File: config.mk
export PLATFORM = sky130hd
export DESIGN_NAME = gemm_run_tracker
export DESIGN_NICKNAME = d
export VERILOG_FILES = /design/src/rtl/gemm_pkg.sv /design/src/rtl/sat_counter.sv /design/src/rtl/gemm_run_tracker.sv
export SDC_FILE = /design/constraint.sdc
export NUM_CORES = 1
export LEC_CHECK = 0
export ABC_AREA = 1
export BUFFER_PORTS_ARGS = -buffer_cell sky130_fd_sc_hd__buf_2
export CAP_MARGIN = 5
export CELL_PAD_IN_SITES_DETAIL_PLACEMENT = 2
export CELL_PAD_IN_SITES_GLOBAL_PLACEMENT = 2
export CORE_ASPECT_RATIO = 0.5
export CORE_MARGIN = 2
export CORE_UTILIZATION = 23
export DETAILED_ROUTE_END_ITERATION = 8
export HOLD_SLACK_MARGIN = 0.03
export PLACE_DENSITY_LB_ADDON = 0.1
export SYNTH_ARGS = -nofsm -noshare
export SYNTH_HDL_FRONTEND = slang
export SYNTH_SLANG_ARGS = --single-unit
File: constraint.sdc
create_clock -name clk -period 5.85 [get_ports clk]
set_input_delay 1.17 -clock clk [delete_from_list [all_inputs] [get_ports clk]]
set_output_delay 1.17 -clock clk [all_outputs]
set_load 0.02 [all_outputs]
File: src/rtl/gemm_pkg.sv
// Shared types and default widths for the GeMM run tracker.
package gemm_pkg;

  typedef enum logic [1:0] {
    IDLE = 2'd0,
    LOAD = 2'd1,
    RUN  = 2'd2,
    DONE = 2'd3
  } state_e;

  localparam int CNT_W_DEF = 32;
  localparam int MAT_W_DEF = 5;

endpackage

File: src/rtl/sat_counter.sv
// Up-counter with synchronous clear and enable; holds at all-ones instead of wrapping.
module sat_counter #(
  parameter int W = 8
) (
  input  logic         clk,
  input  logic         resetn,
  input  logic         clr_i,
  input  logic         en_i,
  output logic [W-1:0] count_o
);

  logic [W-1:0] count_q;
  logic [W-1:0] count_d;

  // NOTE: count_d gets its hold value first so no path leaves it unassigned (no latch).
  always_comb begin
    count_d = count_q;
    if (clr_i) begin
      count_d = '0;
    end else if (en_i && (count_q != '1)) begin
      count_d = count_q + W'(1);
    end
  end

  // NOTE: state registers use non-blocking assignment so all flops update together.
  always_ff @(posedge clk) begin
    if (!resetn) begin
      count_q <= '0;
    end else begin
      count_q <= count_d;
    end
  end

  assign count_o = count_q;

endmodule

File: src/rtl/gemm_run_tracker.sv
// Tracks one GeMM run: URAM load, compute, per-matrix completion and the PS done handshake.
module gemm_run_tracker
  import gemm_pkg::*;
#(
  parameter int CNT_W = CNT_W_DEF,
  parameter int MAT_W = MAT_W_DEF
) (
  input  logic             clk,
  input  logic             resetn,
  input  logic             soft_reset_i,
  input  logic [63:0]      row_uram_wea_i,
  input  logic [63:0]      col_uram_wea_i,
  input  logic             compute_start_i,
  input  logic             mat_done_i,
  input  logic [MAT_W-1:0] num_mat_cfg_i,
  input  logic             ps_app_done_i,
  output logic             dut_done_o,
  output logic [MAT_W-1:0] num_mat_done_o,
  output logic [CNT_W-1:0] active_clk_count_o,
  output logic             busy_o,
  output logic             err_o
);

  state_e           state_q;
  logic [MAT_W-1:0] cfg_q;
  logic             dut_done_q;
  logic             busy_q;
  logic             err_q;
  logic [MAT_W-1:0] num_mat_q;

  logic any_wea;
  logic load_start;
  logic run_en;
  logic mat_en;
  logic last_mat;
  logic cnt_clr;

  assign any_wea    = (|row_uram_wea_i) | (|col_uram_wea_i);
  // A PS ack still held high in IDLE blocks a new load until it drops.
  assign load_start = (state_q == IDLE) && any_wea && !ps_app_done_i;
  assign run_en     = (state_q == RUN);
  assign mat_en     = run_en && mat_done_i;
  assign last_mat   = mat_en && ((num_mat_q + MAT_W'(1)) == cfg_q);
  assign cnt_clr    = soft_reset_i || load_start;

  sat_counter #(.W(CNT_W)) u_cycle_cnt (
    .clk     (clk),
    .resetn  (resetn),
    .clr_i   (cnt_clr),
    .en_i    (run_en),
    .count_o (active_clk_count_o)
  );

  sat_counter #(.W(MAT_W)) u_mat_cnt (
    .clk     (clk),
    .resetn  (resetn),
    .clr_i   (cnt_clr),
    .en_i    (mat_en),
    .count_o (num_mat_q)
  );

  always_ff @(posedge clk) begin
    if (!resetn || soft_reset_i) begin
      state_q    <= IDLE;
      cfg_q      <= '0;
      dut_done_q <= 1'b0;
      busy_q     <= 1'b0;
      err_q      <= 1'b0;
    end else begin
      if ((mat_done_i && state_q != RUN) || (compute_start_i && state_q != LOAD)) begin
        err_q <= 1'b1;
      end
      case (state_q)
        IDLE: begin
          if (load_start) begin
            state_q <= LOAD;
            busy_q  <= 1'b1;
            cfg_q   <= '0;
          end
        end
        LOAD: begin
          // Start wins over any write enables still active this cycle.
          if (compute_start_i) begin
            cfg_q <= num_mat_cfg_i;
            if (num_mat_cfg_i == '0) begin
              state_q    <= DONE;
              busy_q     <= 1'b0;
              dut_done_q <= 1'b1;
            end else begin
              state_q <= RUN;
            end
          end
        end
        RUN: begin
          if (last_mat) begin
            state_q    <= DONE;
            busy_q     <= 1'b0;
            dut_done_q <= 1'b1;
          end
        end
        DONE: begin
          if (ps_app_done_i) begin
            state_q    <= IDLE;
            dut_done_q <= 1'b0;
          end
        end
        default: begin
          state_q    <= IDLE;
          busy_q     <= 1'b0;
          dut_done_q <= 1'b0;
        end
      endcase
    end
  end

  assign dut_done_o     = dut_done_q;
  assign num_mat_done_o = num_mat_q;
  assign busy_o         = busy_q;
  assign err_o          = err_q;

endmodule

# Word-level counts from Yosys, hierarchy flattened
# Index checks and enable logic that the tools add are counted.
[word_totals]
reg_bits = 47
out_inout_bits = 40
word_cells = 68
[classes]
add_sub_neg = 2
n_eq_ne = 13
n_mux = 19
bitwise_logic = 2
n_reduce_logical = 25
[op_table]
columns = ["operator", "n"]
rows = [
  ["OR reduction 64 bit", 2],
  ["adder 32 x 1 -> 32 bit, second input constant", 1],
  ["!= test 32 bit, second input constant", 1],
  ["2-to-1 mux 5 bit", 2],
  ["!= test 2 bit, second input constant", 5],
  ["case mux 5 bit (2 select lines)", 1],
  ["AND reduction 5 bit", 2],
  ["2-to-1 mux 1 bit", 9],
  ["logical AND 1 bit", 8],
  ["2-to-1 mux 2 bit", 4],
  ["case mux 2 bit (4 select lines)", 1],
  ["case mux 1 bit (3 select lines)", 2],
  ["nonzero test 3 bit", 2],
  ["adder 5 x 1 -> 5 bit, second input constant", 1],
  ["== test 5 bit", 1],
  ["logical NOT 5 bit", 1],
  ["!= test 5 bit, second input constant", 1],
  ["== test 2 bit, second input constant", 2],
  ["!= test 2 x 1 -> 1 bit, second input constant", 2],
  ["AND reduction 4 bit", 1],
  ["logical OR 1 bit", 3],
  ["AND reduction 3 bit", 1],
  ["== test 2 x 1 -> 1 bit, second input constant", 1],
  ["logical NOT 1 bit", 2],
  ["other kinds (5)", 5],
]

# Depth between registers and ports, before layout
# Gate-level depths: netlist of run 1.
[depth]
word_depth = 6
depth_mapped = 13

# Modules after synthesis
# Synthesis of run 1 repeated with hierarchy kept, for this count alone.
[hier_totals]
hier_cells = 605
hier_area_um2 = 3549.7
[by_module_without_submodules]
columns = ["module", "n_inst", "cells_per_inst", "area_each_um2", "seq_area_each_um2"]
rows = [
  ["sat_counter (u_cycle_cnt)", 1, 332, 2069.5, 640.6],
  ["gemm_run_tracker", 1, 238, 1219.9, 200.2],
  ["sat_counter (u_mat_cnt)", 1, 35, 260.2, 100.1],
]

# Least setup slack after synthesis of run 1
# Ideal clock, no wire load.
[synth_path]
path_kind = "input-to-reg"
start = "input port row_uram_wea_i[0]"
end = "register u_cycle_cnt.count_q[2] (netlist: u_cycle_cnt.count_o[2])"
setup_time_ns = 0.079
arrival_ns = 2.246
t_required_ns = 5.771
path_slack_ns = 3.524
path_stages = 10
cell_sequence = "nor2_1 -> nand2_1 -> nor2_1 -> nand2_1 -> nor2_1 -> nand2_1 -> o21ai_2 -> nand2_2 -> buf_2 -> a211oi_2"
[synth_via]
elab_chain_len = 6
[synth_rtl]
columns = ["element", "line", "text"]
rows = [
  ["start, declared", "gemm_run_tracker.sv:11", "input logic [63:0] row_uram_wea_i,"],
  ["OR reduction 64 bit", "gemm_run_tracker.sv:38", "assign any_wea = (|row_uram_wea_i) | (|col_uram_wea_i);"],
  ["bitwise OR 1 bit", "gemm_run_tracker.sv:38", ""],
  ["logical AND 1 bit (2 in series)", "gemm_run_tracker.sv:40", "assign load_start = (state_q == IDLE) && any_wea && !ps_app_done_i;"],
  ["logical OR 1 bit", "gemm_run_tracker.sv:44", "assign cnt_clr = soft_reset_i || load_start;"],
  ["OR reduction 2 bit (no source line)", "--", ""],
  ["end signal, assigned", "sat_counter.sv:30", "count_q <= count_d;"],
  ["end, declared", "sat_counter.sv:12", "logic [W-1:0] count_q;"],
]
# No other way between the ends.
# A chain may end at the register's enable or synchronous reset.

# Final worst setup path of run 1
[layout_path]
start = "register u_cycle_cnt.count_q[0] (netlist: u_cycle_cnt.count_o[0])"
end = "register u_cycle_cnt.count_q[13] (netlist: u_cycle_cnt.count_o[13])"
[layout_via]
elab_chain_len = 2
elab_cells_between_ends = 3
cone_classes = "add/sub (1); eq/ne (1); reduce/logical (1)"
[layout_rtl]
columns = ["element"]
rows = [
  ["branches (longest 2 deep; another with adder 32 x 1 -> 32 bit)"],
]
# Parallel ways; which one is timed is not known.

==> reports/qor.yml, run 1 <==
clock_tree:
  ctsHoldBuffers: 0
  cts_setup_buffers: 0
  cts_buffer_depth: 2
  clkTransAtPathRegs_ns: 0.07
  h-tree-depth: 2
  cts_resized: 0
  clock_latency_ns: 0.29
  root_buffer: "clkbuf_16"
  clock-sinks: 47
  cts_tree: "built"
  numCtsBuffers: 5
critical_path:
  slowest_delay_ns: 0.52
  slowest_stage: "nand2_2"
  reg2reg_from: "u_cycle_cnt.count_o[0]"
  worstPathCellList: "ha_1 -> inv_1 -> nor3_4 -> nand2_2 -> nor2_2 -> nand4_1 -> nand2_2 -> inv_1 -> nand2_1 -> xor2_1 -> nor2_1"
  crit_type: "flip-flop to flip-flop"
  cp_max_fo: 30
  required_ns: 6.00
  timing.critical_path.arrival_ns: 3.12
  cp-startpoint: "u_cycle_cnt.count_o[0]"
  endpoint_kind: "flip-flop"
  startpoint_type: "flip-flop"
route:
  wirelength_um: 13410
  ant_nets: 0
  drc_errors: 0
  wl_per_cell_um: 14.74
  vias_per_cell: 4.497
  drt_first_pass_iters: 4
  num_vias: 4092
  drtIter0Drc: 92
placement:
  dpl.hpwl_um: 11430
  gp_congestion: 0.8109
  portBuffers: 178
  dpl.cell_count: 900
sta:
  hold_ws_ns: 0.4798
  drv_slew: 0
  rsz0062_at_grt: "false"
  relSlewSlack_pct: 45.99
  setup_tns_ns: 0
  fin_crit_sh_pct: 50.73
  hold_viol: 0
  worst_pin_slew_ns: 0.8073
  finalCriticalPeriod_ns: 2.968
  final-setup-viol-count: 0
  fmax_ghz: 0.3370
  skew_ns: 0.004889
status:
  status: "finished clean"
power_and_ir_drop:
  switching_share_pct: 29.12
  total_power_w: 0.0007746
  intPower_w: 0.0005491
  vdd_drop_max_v: 0.00008822
  leakage_nw: 1.898
  pwr-share-comb_pct: 20.0
  power.density_nw_per_um2: 174.2
  power_frac_clock_pct: 37.2
  seqPwrFrac_pct: 42.8
  p_sw_w: 0.0002255
flow_run:
  max-cap-violations: 0
global_routing:
  grt_pass1_wl_um: 22000
  antenna_found_initial: 4
  grt_usage_pct: 18.31
  grt_pass1_vias: 4391
  grt_remaining_overflow: 0
  grt_max_degree: 38
synthesis:
  post_synth.cell_area_avg_sq_um: 6.018
  synth_cells: 541
  syn_area_sq_um: 3256
  ys.warnings.count: 0
  syn_nets: 687
  synth_cell_types: 30
  synth.ff_latch_count: 47
  synth-seq-area-share_pct: 28.90
layout:
  finalNonFillerCells: 910
  area_delta_synth_final_pct: 36.59
  final_nets: 861
  post-route-util_pct: 32.46
  drive_above_1_share_pct: 28.07
floorplan:
  io_pins: 179
  dieArea_sq_um: 15180
  die_h_um: 88.13
  rows: 30
  design.core.area_sq_um: 13700
  initial_utilization_pct: 23.76
  die_w_um: 172.3
min_path:
  min_from: "err_o"
  hold_class: "flip-flop to flip-flop"
-- layer usage --
| metal | vias up | routed length (um) | GRT usage [%] |
|---|---|---|---|
| met5 | - | 30 | 0 |
| met1 | 1917 | 6086 | 22.56 |
| met3 | 16 | 874 | 5.694 |
| met2 | 93 | 6303 | 32.27 |
| li1 | 2062 | - | - |
| met4 | 4 | 120 | 2.903 |
-- sequential cells by signal, summed over array words and instances (netlist names) --
| signal | cells |
|---|---|
| busy_o | 1 |
| cfg_q | 5 |
| dut_done_o | 1 |
| err_o | 1 |
| state_q | 2 |
| u_cycle_cnt.count_o | 32 |
| u_mat_cnt.count_o | 5 |
-- per-stage QoR --
| stage | area, sq um | setup slack, ns |
|---|---|---|
| 6_report | 4447 | 2.882 |
| 5_1_grt | 4447 | 2.508 |
| 4_1_cts | 4442 | 2.822 |
| 3_5_place_dp | 4302 | 2.761 |
| 3_3_place_gp | 4302 | 2.815 |
| 2_1_floorplan | 3256 | 3.524 |
-- area by class of cell --
type | count | area, sq um
fill | 1784 | 9254
multi-input combinational | 445 | 2083
sequential | 47 | 940.9
timing repair buffer | 179 | 898.4
tap | 192 | 240.2
inverter | 37 | 138.9
clock buffer | 5 | 125.1
clock inverter | 3 | 15.01
antenna | 2 | 5.005
-- power groups by stage --
stage	Sequential [W]	Clock, W	Combinational (W)
3_3_place_gp	0.000339	0	0.000154
4_1_cts	0.000331	0.000300	0.000159
3_5_place_dp	0.000339	0	0.000159
5_1_grt	0.000332	0.000312	0.000179
6_report	0.000331	0.000288	0.000155
2_1_floorplan	0.000341	0	0.0000910
-- worst paths after layout --
check / to / slack, ns / cells past startpoint
max: u_cycle_cnt.count_o[13] / 2.88 / 11
min: err_o / 0.48 / 2
max reg2reg: u_cycle_cnt.count_o[13] / 2.88 / 11
min reg2reg: err_o / 0.48 / 2
-- cell families after synthesis --
group | Yosys count | share of synthesized area [%]
AOI/OAI and AO/OA | 54 | 9.608
xor gates and xnor gates | 24 | 6.457
DFF | 47 | 28.90
and+or+nand+nor | 360 | 45.23
adders and majority gates | 7 | 2.690
buffers and inverters | 49 | 7.110
-- worst max-delay path, delay by kind of cell (launching register included) --
family | cells | cell delay (ns)
simple gates | 7 | 1.34
buf+inv | 2 | 0.60
flops | 1 | 0.46
fa+ha+maj | 1 | 0.24
xor+xnor | 1 | 0.17
-- cell usage after synthesis --
master	count	share of area, %
a211oi_2	2	0.77
a21oi_1	34	5.2
buf_12	1	0.61
buf_2	1	0.15
buf_6	4	1.4
clkbuf_1	6	0.69
dfxtp_1	47	29
ha_1	7	2.7
inv_1	36	4.2
inv_2	1	0.12
nand2_1	157	18
nand2_2	3	0.58
nand3_1	11	1.7
nand4_1	11	2.1
nor2_1	148	17
nor2_2	3	0.58
nor3_1	17	2.6
nor3_4	1	0.50
nor3b_1	2	0.46
nor3b_2	1	0.38
nor4_1	4	0.77
o21a_1	7	1.6
o21ai_0	6	0.92
o21ai_1	2	0.31
o21ai_2	1	0.27
o31ai_1	1	0.23
o41ai_1	1	0.27
or2_2	2	0.38
xnor2_1	7	1.9
xor2_1	17	4.6
-- cell usage in the layout (no fill, tap or decap) --
master | synthesis | routed
or2_2 | 2 | 2
nand2_1 | 157 | 157
o21a_1 | 7 | 7
diode_2 | 0 | 2
nor4_1 | 4 | 4
a21oi_1 | 34 | 34
buf_2 | 1 | 178
nor3_1 | 17 | 17
dfxtp_1 | 47 | 47
inv_2 | 1 | 1
clkbuf_16 | 0 | 5
buf_4 | 0 | 1
o21ai_0 | 6 | 6
ha_1 | 7 | 7
nor2_1 | 148 | 148
a211oi_2 | 2 | 2
xor2_1 | 17 | 17
o31ai_1 | 1 | 1
o41ai_1 | 1 | 1
nor3_4 | 1 | 1
clkinv_2 | 0 | 3
o21ai_2 | 1 | 1
nand3_1 | 11 | 11
xnor2_1 | 7 | 7
o21ai_1 | 2 | 2
nand2_2 | 3 | 3
nor2_2 | 3 | 3
nor3b_1 | 2 | 2
nand4_1 | 11 | 11
nor3b_2 | 1 | 1
inv_1 | 36 | 36
Note: power is estimated with default switching activity, not from simulation.
==> run 2, diff against run 1 <==
--- a/config.mk
+++ b/config.mk
@@ -12,7 +12,7 @@
 export CELL_PAD_IN_SITES_GLOBAL_PLACEMENT = 2
 export CORE_ASPECT_RATIO = 0.5
 export CORE_MARGIN = 2
-export CORE_UTILIZATION = 23
+export CORE_UTILIZATION = 19
 export DETAILED_ROUTE_END_ITERATION = 8
 export HOLD_SLACK_MARGIN = 0.03
 export PLACE_DENSITY_LB_ADDON = 0.1
==> constraint.sdc (replaced) <==
create_clock -name clk -period 2.5 [get_ports clk]
set_input_delay 0.5 -clock clk [delete_from_list [all_inputs] [get_ports clk]]
set_output_delay 0.5 -clock clk [all_outputs]
set_load 0.02 [all_outputs]
==> reports/qor.yml, run 2 (synthesis results as in run 1) <==
layout:
  multiInputGateArea_sq_um: 2083
  largest_register_ffs: 32
  post-route-util_pct: 27.32
  drive_above_1_share_pct: 28.19
  final_common_cell: "buf_2"
  area_delta_synth_final_pct: 38.93
  finalNonFillerCells: 951
  register_area_sq_um: 940.9
  mostFrequentLayoutCells: "buf_2, nand2_1, nor2_1"
  final_nets: 865
  fillers: 2121
global_routing:
  grt_max_degree: 38
  grt_pass1_vias: 4316
  grt_pass1_wl_um: 22750
  antenna_found_initial: 8
  grt_remaining_overflow: 0
  grt_usage_pct: 15.94
sta:
  final-setup-viol-count: 0
  fin_crit_sh_pct: 87.30
  drv_slew: 0
  worst_pin_slew_ns: 0.6966
  skew_ns: 0.007095
  worst_slack_ns: 0.3174
  finalCriticalPeriod_ns: 2.183
  rsz0062_at_grt: "false"
  setup_tns_ns: 0
  relSlewSlack_pct: 53.25
  fmax_ghz: 0.4582
  hold_viol: 0
critical_path:
  r2r_slack_ns: 0.32
  cp-startpoint: "u_cycle_cnt.count_o[1]"
  timing.critical_path.arrival_ns: 2.35
  r2r-end: "u_cycle_cnt.count_o[24]"
  startpoint_type: "flip-flop"
  slowest_stage: "dfxtp_1"
  ff2ff_path_depth: 12
  slowest_delay_ns: 0.40
  endpoint_kind: "flip-flop"
  crit_type: "flip-flop to flip-flop"
  cp_max_fo: 29
  worst-path-buf-inv: 2
  crit_family: "simple AND/OR/NAND/NOR gates"
  required_ns: 2.66
  reg2reg_from: "u_cycle_cnt.count_o[1]"
  worstPathCellList: "ha_1 -> inv_1 -> nor3_4 -> nand2_2 -> nor2_2 -> nand4_1 -> nand2_2 -> buf_4 -> nor2_1 -> nand2_1 -> nand2_1 -> nor3b_1"
route:
  route.met3.wl_um: 1020
  drt_first_pass_iters: 4
  highest_layer: "met5"
  met1_length_um: 6438
  met2_length_um: 6720
  drtIter0Drc: 81
  drc_errors: 0
  vias_per_cell: 4.275
  ant_nets: 0
  wl_per_cell_um: 15.00
  num_vias: 4066
  wirelength_um: 14270
power_and_ir_drop:
  total_power_w: 0.001818
  vdd_drop_max_v: 0.0002390
  power_frac_clock_pct: 36.8
  intPower_w: 0.001296
  leakage_nw: 1.912
  power.density_nw_per_um2: 401.9
  p_sw_w: 0.0005222
  seqPwrFrac_pct: 42.6
  pwr-share-comb_pct: 20.6
  switching_share_pct: 28.72
placement:
  portBuffers: 178
  place_ws_ns: 0.3045
  gp_congestion: 0.7623
  dpl.cell_count: 939
  dpl.hpwl_um: 12400
clock_tree:
  cts_buffer_depth: 2
  numCtsBuffers: 5
  clkTransAtPathRegs_ns: 0.07
  root_buffer: "clkbuf_16"
  cts_tree: "built"
  cts_setup_buffers: 0
  ctsHoldBuffers: 0
  h-tree-depth: 2
  clock-sinks: 47
  cts_resized: 0
  clock_latency_ns: 0.29
floorplan:
  design.core.area_sq_um: 16560
  rows: 33
  die_w_um: 189.1
  die_h_um: 96.56
  io_pins: 179
  initial_utilization_pct: 19.66
  dieArea_sq_um: 18260
flow_run:
  max-cap-violations: 0
min_path:
  hold_class: "flip-flop to flip-flop"
  min_from: "dut_done_o"
  hold_depth: 2
  hold_path_end: "dut_done_o"
status:
  status: "finished clean"
==> run 2: worst max-delay path by stage <==
stage | slack [ns] | to | depth (start not counted)
2_1_floorplan | 0.49 | dut_done_o | 11
3_3_place_gp | 0.38 | u_cycle_cnt.count_o[8] | 12
3_5_place_dp | 0.30 | u_cycle_cnt.count_o[24] | 12
4_1_cts | 0.27 | u_cycle_cnt.count_o[24] | 12
5_1_grt | 0.05 | u_cycle_cnt.count_o[24] | 12
6_report | 0.32 | u_cycle_cnt.count_o[24] | 12
==> run 2: power groups by stage <==
stage          Sequential [W]  Clock [W]  Combinational, W
6_report             0.000775   0.000668          0.000374
5_1_grt              0.000778   0.000737          0.000432
4_1_cts              0.000776   0.000706          0.000386
3_5_place_dp         0.000793          0          0.000385
3_3_place_gp         0.000792          0          0.000373
2_1_floorplan        0.000797          0          0.000213
==> run 2: area by class of cell <==
cell class              count  area share, %
well taps                 227          6.279
flip-flops and latches     47          20.80
multi-input cells         445          46.06
diodes                      4         0.2213
inverters                  37          3.071
clock inverters             1         0.1107
clock buffers               7          2.932
repair buffers            183          20.53
==> run 2: tightest hold or removal path, stage by stage, from the launching register on <==
cell     delay, ns
dfxtp_1       0.33
nor2_1        0.05
nor2_1        0.07
==> run 2: stage by stage <==
| step | instance area, sq um | hold slack (ns) |
|---|---|---|
| 4_1_cts | 4513 | 0.4845 |
| 3_3_place_gp | 4375 | 0.4505 |
| 6_report | 4523 | 0.4734 |
| 3_5_place_dp | 4375 | 0.4687 |
| 5_1_grt | 4518 | 0.5185 |
| 2_1_floorplan | 3256 | 0.4516 |
==> run 2: metal layers <==
metal / global-route usage, % / up-vias
met5: 0 / -
met4: 1.563 / 6
met3: 5.237 / 8
met2: 28.08 / 97
met1: 19.79 / 1884
li1: - / 2071
==> run 3, diff against run 2 <==
--- a/config.mk
+++ b/config.mk
@@ -5,7 +5,6 @@
 export SDC_FILE = /design/constraint.sdc
 export NUM_CORES = 1
 export LEC_CHECK = 0
-export ABC_AREA = 1
 export BUFFER_PORTS_ARGS = -buffer_cell sky130_fd_sc_hd__buf_2
 export CAP_MARGIN = 5
 export CELL_PAD_IN_SITES_DETAIL_PLACEMENT = 2
==> reports/qor.yml, run 3 <==
layout:
  diodes: 0
  drive_above_1_share_pct: 43.48
  fillers: 1603
  area_delta_synth_final_pct: 53.93
  final_nets: 652
  finalNonFillerCells: 698
  largest_register_ffs: 32
  final_common_cell: "buf_2"
  mostFrequentLayoutCells: "buf_2, nor2_1, dfxtp_1"
sta:
  hold_viol: 0
  fmax_ghz: 0.4258
  relSlewSlack_pct: 72.08
  setup_tns_ns: 0
  final-setup-viol-count: 0
  skew_ns: 0.003667
  finalCriticalPeriod_ns: 2.349
  rsz0062_at_grt: "false"
  worst_pin_slew_ns: 0.4149
  fin_crit_sh_pct: 93.95
  hold_ws_ns: 0.4607
  worst_slack_ns: 0.1512
  drv_slew: 0
floorplan:
  dieArea_sq_um: 14910
  io_pins: 179
  design.core.area_sq_um: 13550
  rows: 30
  die_h_um: 87.35
  die_w_um: 170.7
  initial_utilization_pct: 19.48
route:
  drc_errors: 0
  drtIter0Drc: 105
  num_vias: 3107
  vias_per_cell: 4.451
  drt_first_pass_iters: 2
  wirelength_um: 11280
  wl_per_cell_um: 16.16
  ant_nets: 0
power_and_ir_drop:
  power.density_nw_per_um2: 425.2
  total_power_w: 0.001728
  vdd_drop_max_v: 0.0002237
  leakage_nw: 1.739
critical_path:
  r2r_slack_ns: 0.15
  r2r-end: "state_q[0]"
  cp_max_fo: 4
  ff2ff_path_depth: 9
  crit_type: "flip-flop to flip-flop"
  startpoint_type: "flip-flop"
  timing.critical_path.arrival_ns: 2.56
  required_ns: 2.71
  reg2reg_from: "u_mat_cnt.count_o[0]"
  endpoint_kind: "flip-flop"
global_routing:
  grt-busiest-layer: "met2"
  grt_util_met3_pct: 3.408
  grt_usage_pct: 14.49
  grt_util_met2_pct: 26.68
  antenna_found_initial: 0
  grt_pass1_wl_um: 16950
  grt_max_degree: 14
  met1_usage_pct: 17.38
  grt_pass1_vias: 3181
  grt_remaining_overflow: 0
synthesis:
  ys_top_cells_by_count: "dfxtp_1, nor2_1, nor4_1, xnor2_1, nand4_1"
  synthTopCellsByArea: "dfxtp_1, nor4_1, xnor2_1"
  synthDominantCellAreaShare_pct: 35.64
  synth_cell_types: 44
  post_synth.cell_area_avg_sq_um: 8.489
  ys.warnings.count: 0
  synth_flop_cell: "dfxtp_1"
  synth-seq-area-share_pct: 35.64
  yosysTopAreaCell: "dfxtp_1"
  synth.ff_latch_count: 47
  synth_cells: 311
  async_flop_share_pct: 0
  syn_area_sq_um: 2640
  synth-edff-count: 0
  syn_nets: 457
  synth_most_common_cell: "dfxtp_1"
clock_tree:
  clock_latency_ns: 0.29
  ctsHoldBuffers: 0
  numCtsBuffers: 5
  h-tree-depth: 2
  clock-sinks: 47
  cts_tree: "built"
  cts_buffer_depth: 2
  clkTransAtPathRegs_ns: 0.06
  root_buffer: "clkbuf_16"
placement:
  dpl.cell_count: 690
  dpl.hpwl_um: 9564
  place_ws_ns: -0.04924
  gp_congestion: 0.7453
  portBuffers: 178
flow_run:
  max-cap-violations: 0
min_path:
  hold_path_end: "cfg_q[3]"
  min_from: "num_mat_cfg_i[3]"
  hold_depth: 2
  hold_class: "primary input to flip-flop"
status:
  status: "finished clean"
## run 3: cell type report
| class | count | area (sq um) | share of cell area, % |
|---|---|---|---|
| Timing Repair Buffer | 199 | 1049 | 25.80 |
| Tap cell | 192 | 240.2 | 5.911 |
| Inverter | 9 | 33.78 | 0.8313 |
| Sequential cell | 47 | 943.4 | 23.21 |
| Clock buffer | 6 | 128.9 | 3.171 |
| Clock inverter | 1 | 30.03 | 0.7389 |
| Multi-Input combinational cell | 244 | 1639 | 40.33 |
## run 3: cell families (layout without fill, tap and decap cells)
| group | Yosys count | after routing | share of synthesized area, % |
|---|---|---|---|
| mux | 5 | 5 | 1.896 |
| buf+inv | 20 | 215 | 3.033 |
| flops | 47 | 47 | 35.64 |
| compound gates | 28 | 28 | 9.526 |
| simple gates | 166 | 166 | 33.98 |
| xor+xnor | 38 | 38 | 12.61 |
| fa+ha+maj | 7 | 7 | 3.317 |
## run 3: how the worst max path moves through the flow
stage / from / end / slack, ns / depth (start not counted)
detailed placement: col_uram_wea_i[6] / u_cycle_cnt.count_o[12] / -0.05 / 8
CTS: u_mat_cnt.count_o[0] / dut_done_o / 0.04 / 9
finish: u_mat_cnt.count_o[0] / state_q[0] / 0.15 / 9
global placement: col_uram_wea_i[16] / cfg_q[2] / 0.01 / 8
global route: u_mat_cnt.count_o[1] / dut_done_o / 0.005 / 9
floorplan: u_mat_cnt.count_o[0] / dut_done_o / 0.003 / 9
## run 3: repair_timing
item,CTS,global route
gates resized for setup,0,2
pin swaps,1,2
setup endpoints to repair,1,2
buffers inserted,1,0
hold endpoints to repair,0,0
## run 3: critical path: stages, from the launching register on
cell	delay [ns]
dfxtp_2	0.33
ha_2	0.18
and3_4	0.20
ha_4	0.20
xor2_1	0.15
or4_4	0.43
o31ai_4	0.26
o221a_4	0.24
o21ai_2	0.08
a211oi_2	0.21
## run 3: metal layers
metal / up-vias / part of all wire [%]
li1: 1547 / -
met1: 1473 / 43
met2: 79 / 50
met3: 8 / 6.1
met4: 0 / 0.61
met5: - / 0
## run 3: per-stage QoR
| stage | util (%) | area, sq um |
|---|---|---|
| 2_1_floorplan | - | 2645 |
| 3_3_place_gp | 28.63 | 3880 |
| 3_5_place_dp | 28.63 | 3880 |
| 4_1_cts | 29.86 | 4046 |
| 5_1_grt | 29.99 | 4064 |
| 6_report | 29.99 | 4064 |
## run 3: report_power, final
part / total (W) / switching, W / leakage [nW] / internal [W]
clock network: 0.000764 / 0.000296 / 0.0769 / 0.000468
logic: 0.000206 / 0.0000914 / 1.28 / 0.000115
registers: 0.000758 / 0.00000423 / 0.380 / 0.000754
